<file path="config.mk">
export PLATFORM = sky130hd
export DESIGN_NAME = time_set_ctrl
export DESIGN_NICKNAME = d
export VERILOG_FILES = /design/src/rtl/time_set_ctrl.sv
export SDC_FILE = /design/constraint.sdc
export NUM_CORES = 1
export LEC_CHECK = 0
export CAP_MARGIN = 0
export CORE_MARGIN = 1
export CORE_UTILIZATION = 50
export DETAILED_ROUTE_END_ITERATION = 7
export PLACE_DENSITY_LB_ADDON = 0.2
export SYNTH_ARGS = -nofsm -noshare
export SYNTH_HDL_FRONTEND = slang
export SYNTH_SLANG_ARGS = --single-unit
</file>
<file path="constraint.sdc">
create_clock -name clk -period 2.8 [get_ports clk]
set_clock_uncertainty 0.15 [all_clocks]
set_input_delay 0.56 -clock clk [delete_from_list [all_inputs] [get_ports clk]]
set_output_delay 0.56 -clock clk [all_outputs]
set_load 0.1 [all_outputs]
</file>
<file path="src/rtl/time_set_ctrl.sv">
// Button-driven editor for clock hour/minute and reminder hour, committed to the timekeeper via set codes.
// Optional SET_TIMEOUT_EN: abandons an edit session after TIMEOUT_CYCLES without a press.
module time_set_ctrl #(
  parameter int unsigned DEB_CYCLES     = 2000000,
  parameter int unsigned COMMIT_CYCLES  = 2000000,
`ifdef SET_TIMEOUT_EN
  parameter int unsigned TIMEOUT_CYCLES = 1000000000,
`endif
  parameter int unsigned REMIND_DEFAULT = 10
) (
  input  logic       clk,
  input  logic       reset,
  input  logic       power_on,
  input  logic       btn_mode_raw,
  input  logic       btn_up_raw,
  input  logic       btn_down_raw,
  input  logic       btn_confirm_raw,
  input  logic [5:0] cur_hour,
  input  logic [5:0] cur_minute,
  output logic [1:0] set_all_times,
  output logic [5:0] btn_time_set,
  output logic [5:0] btn_min_set,
  output logic [1:0] edit_field,
  output logic       set_done
);

  localparam int unsigned NB  = 4;
  localparam int unsigned TW  = 6;
  localparam int unsigned DCW = $clog2(DEB_CYCLES + 1);
  localparam int unsigned CCW = $clog2(COMMIT_CYCLES + 1);

  typedef enum logic [2:0] {
    IDLE,
    EDIT_HOUR,
    EDIT_MIN,
    EDIT_REMIND,
    COMMIT_TIME,
    COMMIT_REMIND
  } state_e;

  // ---------------- debounce ----------------
  logic [NB-1:0]          raw_c;
  logic [NB-1:0]          sync1_q, sync2_q;
  logic [NB-1:0]          stable_q, stable_d;
  logic [NB-1:0]          press_q, press_d;
  logic [NB-1:0][DCW-1:0] deb_cnt_q, deb_cnt_d;

  assign raw_c = {btn_confirm_raw, btn_down_raw, btn_up_raw, btn_mode_raw};

  // Counter runs only while the synchronised level disagrees with the accepted level
  always_comb begin
    stable_d  = stable_q;
    press_d   = '0;
    deb_cnt_d = '0;
    for (int i = 0; i < int'(NB); i++) begin
      if (sync2_q[i] != stable_q[i]) begin
        if (deb_cnt_q[i] == DCW'(DEB_CYCLES - 1)) begin
          stable_d[i] = sync2_q[i];
          press_d[i]  = sync2_q[i];
        end else begin
          deb_cnt_d[i] = deb_cnt_q[i] + DCW'(1);
        end
      end
    end
  end

  always_ff @(posedge clk or negedge reset) begin
    if (!reset) begin
      sync1_q   <= '0;
      sync2_q   <= '0;
      stable_q  <= '0;
      press_q   <= '0;
      deb_cnt_q <= '0;
    end else begin
      sync1_q   <= raw_c;
      sync2_q   <= sync1_q;
      stable_q  <= stable_d;
      press_q   <= press_d;
      deb_cnt_q <= deb_cnt_d;
    end
  end

  logic mode_p, up_p, down_p, confirm_p;
  assign mode_p    = press_q[0];
  assign up_p      = press_q[1];
  assign down_p    = press_q[2];
  assign confirm_p = press_q[3];

  // ---------------- edit FSM ----------------
  state_e          state_q, state_d;
  logic [TW-1:0]   hour_q, hour_d;
  logic [TW-1:0]   min_q, min_d;
  logic [TW-1:0]   remind_q, remind_d;
  logic [TW-1:0]   remind_edit_q, remind_edit_d;
  logic [CCW-1:0]  commit_cnt_q, commit_cnt_d;
  logic [1:0]      set_all_times_q, set_all_times_d;
  logic [TW-1:0]   btn_time_set_q, btn_time_set_d;
  logic [TW-1:0]   btn_min_set_q, btn_min_set_d;
  logic [1:0]      edit_field_q, edit_field_d;
  logic            set_done_q, set_done_d;
  logic            timeout_c;

  // Wrapping step within lo..hi; simultaneous up and down cancel
  function automatic logic [TW-1:0] wrap_step(input logic [TW-1:0] v, input logic [TW-1:0] lo,
                                              input logic [TW-1:0] hi, input logic up,
                                              input logic dn);
    logic [TW-1:0] r;
    r = v;
    if (up && !dn) begin
      r = (v >= hi) ? lo : v + TW'(1);
    end else if (dn && !up) begin
      r = (v <= lo || v > hi) ? hi : v - TW'(1);
    end
    return r;
  endfunction

`ifdef SET_TIMEOUT_EN
  localparam int unsigned TOW = $clog2(TIMEOUT_CYCLES + 1);
  logic [TOW-1:0] idle_cnt_q, idle_cnt_d;
  logic           in_edit_c;
  logic           any_press_c;

  assign in_edit_c   = state_q inside {EDIT_HOUR, EDIT_MIN, EDIT_REMIND};
  assign any_press_c = |press_q;
  assign timeout_c   = in_edit_c && !any_press_c && (idle_cnt_q == TOW'(TIMEOUT_CYCLES - 1));

  always_comb begin
    idle_cnt_d = '0;
    if (in_edit_c && !any_press_c) begin
      idle_cnt_d = idle_cnt_q + TOW'(1);
    end
  end

  always_ff @(posedge clk or negedge reset) begin
    if (!reset) begin
      idle_cnt_q <= '0;
    end else begin
      idle_cnt_q <= idle_cnt_d;
    end
  end
`else
  assign timeout_c = 1'b0;
`endif

  // Next state; confirm beats mode, mode beats up/down
  always_comb begin
    state_d       = state_q;
    hour_d        = hour_q;
    min_d         = min_q;
    remind_d      = remind_q;
    remind_edit_d = remind_edit_q;
    commit_cnt_d  = '0;
    set_done_d    = 1'b0;
    if (!power_on) begin
      state_d = IDLE;
    end else begin
      case (state_q)
        IDLE: begin
          if (mode_p) begin
            hour_d  = cur_hour;
            min_d   = cur_minute;
            state_d = EDIT_HOUR;
          end
        end
        EDIT_HOUR: begin
          if (confirm_p)      state_d = COMMIT_TIME;
          else if (mode_p)    state_d = EDIT_MIN;
          else if (timeout_c) state_d = IDLE;
          else hour_d = wrap_step(hour_q, TW'(0), TW'(23), up_p, down_p);
        end
        EDIT_MIN: begin
          if (confirm_p) begin
            state_d = COMMIT_TIME;
          end else if (mode_p) begin
            state_d       = EDIT_REMIND;
            remind_edit_d = remind_q;
          end else if (timeout_c) begin
            state_d = IDLE;
          end else begin
            min_d = wrap_step(min_q, TW'(0), TW'(59), up_p, down_p);
          end
        end
        EDIT_REMIND: begin
          if (confirm_p) begin
            state_d  = COMMIT_REMIND;
            remind_d = remind_edit_q;
          end else if (mode_p || timeout_c) begin
            state_d = IDLE;
          end else begin
            remind_edit_d = wrap_step(remind_edit_q, TW'(1), TW'(23), up_p, down_p);
          end
        end
        COMMIT_TIME, COMMIT_REMIND: begin
          if (commit_cnt_q == CCW'(COMMIT_CYCLES - 1)) begin
            state_d    = IDLE;
            set_done_d = 1'b1;
          end else begin
            commit_cnt_d = commit_cnt_q + CCW'(1);
          end
        end
        default: state_d = IDLE;
      endcase
    end
  end

  // Outputs derived from the next state so they register alongside it
  always_comb begin
    set_all_times_d = 2'b00;
    edit_field_d    = 2'b00;
    btn_time_set_d  = '0;
    btn_min_set_d   = '0;
    case (state_d)
      EDIT_HOUR: begin
        edit_field_d   = 2'b01;
        btn_time_set_d = hour_d;
        btn_min_set_d  = min_d;
      end
      EDIT_MIN: begin
        edit_field_d   = 2'b10;
        btn_time_set_d = hour_d;
        btn_min_set_d  = min_d;
      end
      EDIT_REMIND: begin
        edit_field_d   = 2'b11;
        btn_time_set_d = hour_d;
        btn_min_set_d  = min_d;
      end
      COMMIT_TIME: begin
        set_all_times_d = 2'b01;
        btn_time_set_d  = hour_d;
        btn_min_set_d   = min_d;
      end
      COMMIT_REMIND: begin
        set_all_times_d = 2'b10;
        btn_time_set_d  = remind_d;
        btn_min_set_d   = min_d;
      end
      default: ;
    endcase
  end

  always_ff @(posedge clk or negedge reset) begin
    if (!reset) begin
      state_q         <= IDLE;
      hour_q          <= '0;
      min_q           <= '0;
      remind_q        <= TW'(REMIND_DEFAULT);
      remind_edit_q   <= TW'(REMIND_DEFAULT);
      commit_cnt_q    <= '0;
      set_all_times_q <= 2'b00;
      btn_time_set_q  <= '0;
      btn_min_set_q   <= '0;
      edit_field_q    <= 2'b00;
      set_done_q      <= 1'b0;
    end else begin
      state_q         <= state_d;
      hour_q          <= hour_d;
      min_q           <= min_d;
      remind_q        <= remind_d;
      remind_edit_q   <= remind_edit_d;
      commit_cnt_q    <= commit_cnt_d;
      set_all_times_q <= set_all_times_d;
      btn_time_set_q  <= btn_time_set_d;
      btn_min_set_q   <= btn_min_set_d;
      edit_field_q    <= edit_field_d;
      set_done_q      <= set_done_d;
    end
  end

  assign set_all_times = set_all_times_q;
  assign btn_time_set  = btn_time_set_q;
  assign btn_min_set   = btn_min_set_q;
  assign edit_field    = edit_field_q;
  assign set_done      = set_done_q;

endmodule

</file>
==> results by group <==
Status
  • Status: completed

Layout
  • Share of final-layout standard cells stronger than drive strength 1: 0.104
  • Area growth, synth to finish: 13.4%
  • Most frequent cells in the layout: dfrtp_1 (161), nor2_1 (148), nand2_1 (69)
  • Commonest non-fill, non-tap cell in the layout: dfrtp_1
  • Layout fillers: 1464
  • Net count, final: 966
  • # diodes: 0

Synth
  • Share of flip-flops with an asynchronous set or reset after synthesis: 1.00
  • Share of the synthesized area in compound gates (AO/OA/AOI/OAI): 0.107
  • Post-Synth Adder-Cell Area: 0.0218
  • Combinational family with the most area after synthesis: simple AND/OR/NAND/NOR gates
  • Area leader, netlist: dfrtp_1
  • Number of flops mapped to enable cells by yosys: 0
  • Largest cells by area after synthesis: dfrtp_1 (47%), nor2_1 (6.5%), xor2_1 (5.6%), xnor2_1 (5.0%), nand2_1 (3.0%)
  • Number of different library cells in the post-synthesis netlist: 81
  • Post-synthesis mux area share: 0.0163
  • Post-synthesis area per instance: 9.66 um2
  • Mapped cell area: 0.00861 mm2
  • Main synth FF type: dfrtp_1
  • Synthesis-stage register bit count: 165
  • Number of nets produced by synthesis: 925
  • XOR/XNOR share of the synthesized area: 0.106
  • Number of instances in the synthesized netlist: 891
  • Ys Warns: 0
  • Synth Area in Simple Gates: 0.236
  • Fraction of post-synthesis cell area in the top cell type by area: 0.468
  • Proportion of synthesized chip area in sequential cells: 0.480

Worst setup path
  • Crit path DAT: 2710 ps
  • Critical Setup Path Class: register to register
  • Worst EP required: 2940 ps
  • Highest fanout seen on the critical path: 7
  • Critical Path Start Type: register
  • Endpoint kind of the worst setup timing path: register

Floorplan
  • DIE HEIGHT: 133 um
  • X dimension of the die: 133 um
  • Starting Density: 0.515
  • Total I/O pin count: 36
  • Core box area: 0.0167 mm2
  • Area of the die: 0.0177 mm2
  • Core Rows: 47

Clock network
  • Inserted Clock Buffers: 17
  • # Post-CTS Setup Buffers: 0
  • Register clock-pin slew on the reported worst setup and hold paths: 60 ps
  • Number of hold buffers added after CTS: 1
  • Buffer type at the clock tree root: clkbuf_16
  • Worst-case clock buffer depth: 2
  • Total number of H-tree levels: 4
  • Clock Latency Late Sink: 430 ps
  • TritonCTS clock tree: yes
  • Number of instances resized during post-cts repair: 0
  • Clock sink total: 165

Route
  • Final routed wire length divided by cell count: 14.9 um
  • Number of nets with antenna violations after routing: 0
  • DRT iter0 DRCs: 320
  • Number of DRC violations after detailed routing: 0
  • Number of detailed-routing iterations run before antenna repair: 6
  • Vias: 6473
  • Final Routed Wirelength: 17400 um
  • Via count normalized by instance count: 5.56

Pwr
  • Total leakage power: 0.00422 uW
  • Worst vdd ir: 0.477 mV
  • Pwr Density: 499 mW/mm2
  • Tot Pwr: 4870 uW

Timing
  • Achievable clock frequency: 389 MHz
  • Post-layout min period: 2570 ps
  • Endpoints failing setup: 0
  • Relative slew slack: 0.554
  • Setup repair after global routing missed its margin: no
  • Setup TNS after final layout: 0 ps
  • Actual slew at the worst max-slew pin: 663 ps
  • Post-route fraction of the period consumed by the critical path: 0.918
  • Count of pins over their slew limit: 0
  • Final Hold Fails: 0

Placed design
  • Port Buffers: 35
  • Estimated wirelength of the detail-placed design: 12200 um
  • Routability cong.: 0.903

Global routing
  • Wire length of the first global-routing pass: 30200 um
  • Number of global-route vias before repair: 6142
  • Total grt overflow: 0
  • All-layer global routing usage: 0.212
  • Initial antenna violation count: 0
  • Largest net degree at the start of global routing: 53

Run
  • Number of maximum-capacitance constraint violations: 0

Min path
  • Hold/Removal Path Class: register to register
-- routing by layer --
metal | GRT usage | vias to the layer above | part of all wire
met1 | 0.299 | 3104 | 0.49
met5 | 0 | - | 0
met4 | 0.0764 | 0 | 0.014
li1 | - | 3214 | -
met3 | 0.0339 | 22 | 0.036
met2 | 0.332 | 133 | 0.46
-- power breakdown --
| part | total, uW | switching, uW | internal [uW] |
|---|---|---|---|
| Combinational | 173 | 104 | 68.8 |
| Sequential | 2450 | 37.4 | 2410 |
| Clock | 2250 | 933 | 1320 |
-- sequential cells by signal, summed over array words and instances (netlist names), 4 cells and up --
register	count
btn_min_set	6
btn_time_set	6
sync2_q	4
min_q	6
commit_cnt_q	21
hour_q	6
press_q	4
remind_q	6
deb_cnt_q	84
remind_edit_q	6
sync1_q	4
stable_q	4
-- path summary, 6_finish.rpt --
kind / cells past startpoint / slack, ps / end / startpoint
setup / recovery: 8 / 230 / btn_time_set[3] / hour_q[0]
hold / removal: 0 / 210 / sync2_q[1] / sync1_q[1]
setup reg to reg: 8 / 230 / btn_time_set[3] / hour_q[0]
hold reg to reg: 0 / 210 / sync2_q[1] / sync1_q[1]
max in group asynchronous: 3 / 1300 / deb_cnt_q[21] / reset
min in group asynchronous: 2 / 490 / deb_cnt_q[15] / reset
-- final cells by class --
type	count	area, um2	area share
Clock buffer	21	440	0.0451
Clock inverter	11	128	0.0131
Sequential cell	165	4130	0.424
Inverter	24	90.1	0.00923
Timing Repair Buffer	57	502	0.0514
Tap cell	220	275	0.0282
Multi-Input combinational cell	667	4190	0.429
-- per-stage QoR --
| step | util | area (um2) | hold slack, ps | setup WS, ps | std cells |
|---|---|---|---|---|---|
| floorplan | - | 8610 | 114 | 565 | 891 |
| global placement | 0.550 | 9180 | 183 | 142 | 1132 |
| detailed placement | 0.550 | 9180 | 190 | 91.1 | 1132 |
| CTS | 0.584 | 9760 | 210 | 248 | 1165 |
| global route | 0.584 | 9760 | 219 | 77.1 | 1165 |
| finish | 0.584 | 9760 | 206 | 229 | 1165 |
-- synth_stat cells, types with 7 or more instances --
master	count
mux2_2	8
nor3b_1	7
a21oi_1	31
xor2_1	55
and4_1	9
xnor2_1	49
or3_1	7
and3_1	17
o21ai_0	26
nand4_1	22
ha_1	15
nor3_1	12
dfrtp_1	161
nor2_1	148
clkbuf_1	21
inv_1	23
nand3_1	48
nor2b_1	12
nor4_1	9
buf_2	7
nand2_1	69
-- worst max-delay path: stages (launching register included) --
cell and delay, ps:
dfrtp_1 450, inv_1 130, ha_1 210, or3b_1 410, o21ai_1 240, a21oi_1 70, a211o_1 270, a222oi_1 390
o22ai_1 120
-- cell families after synthesis --
logic type / Yosys count
AND/OR/NAND/NOR: 405
flip-flops: 165
AO/OA/AOI/OAI: 130
XOR/XNOR: 104
buffers and inverters: 59
adder cells (fa/ha/maj): 15
multiplexers: 13
Note: power is estimated with default switching activity, not from simulation.
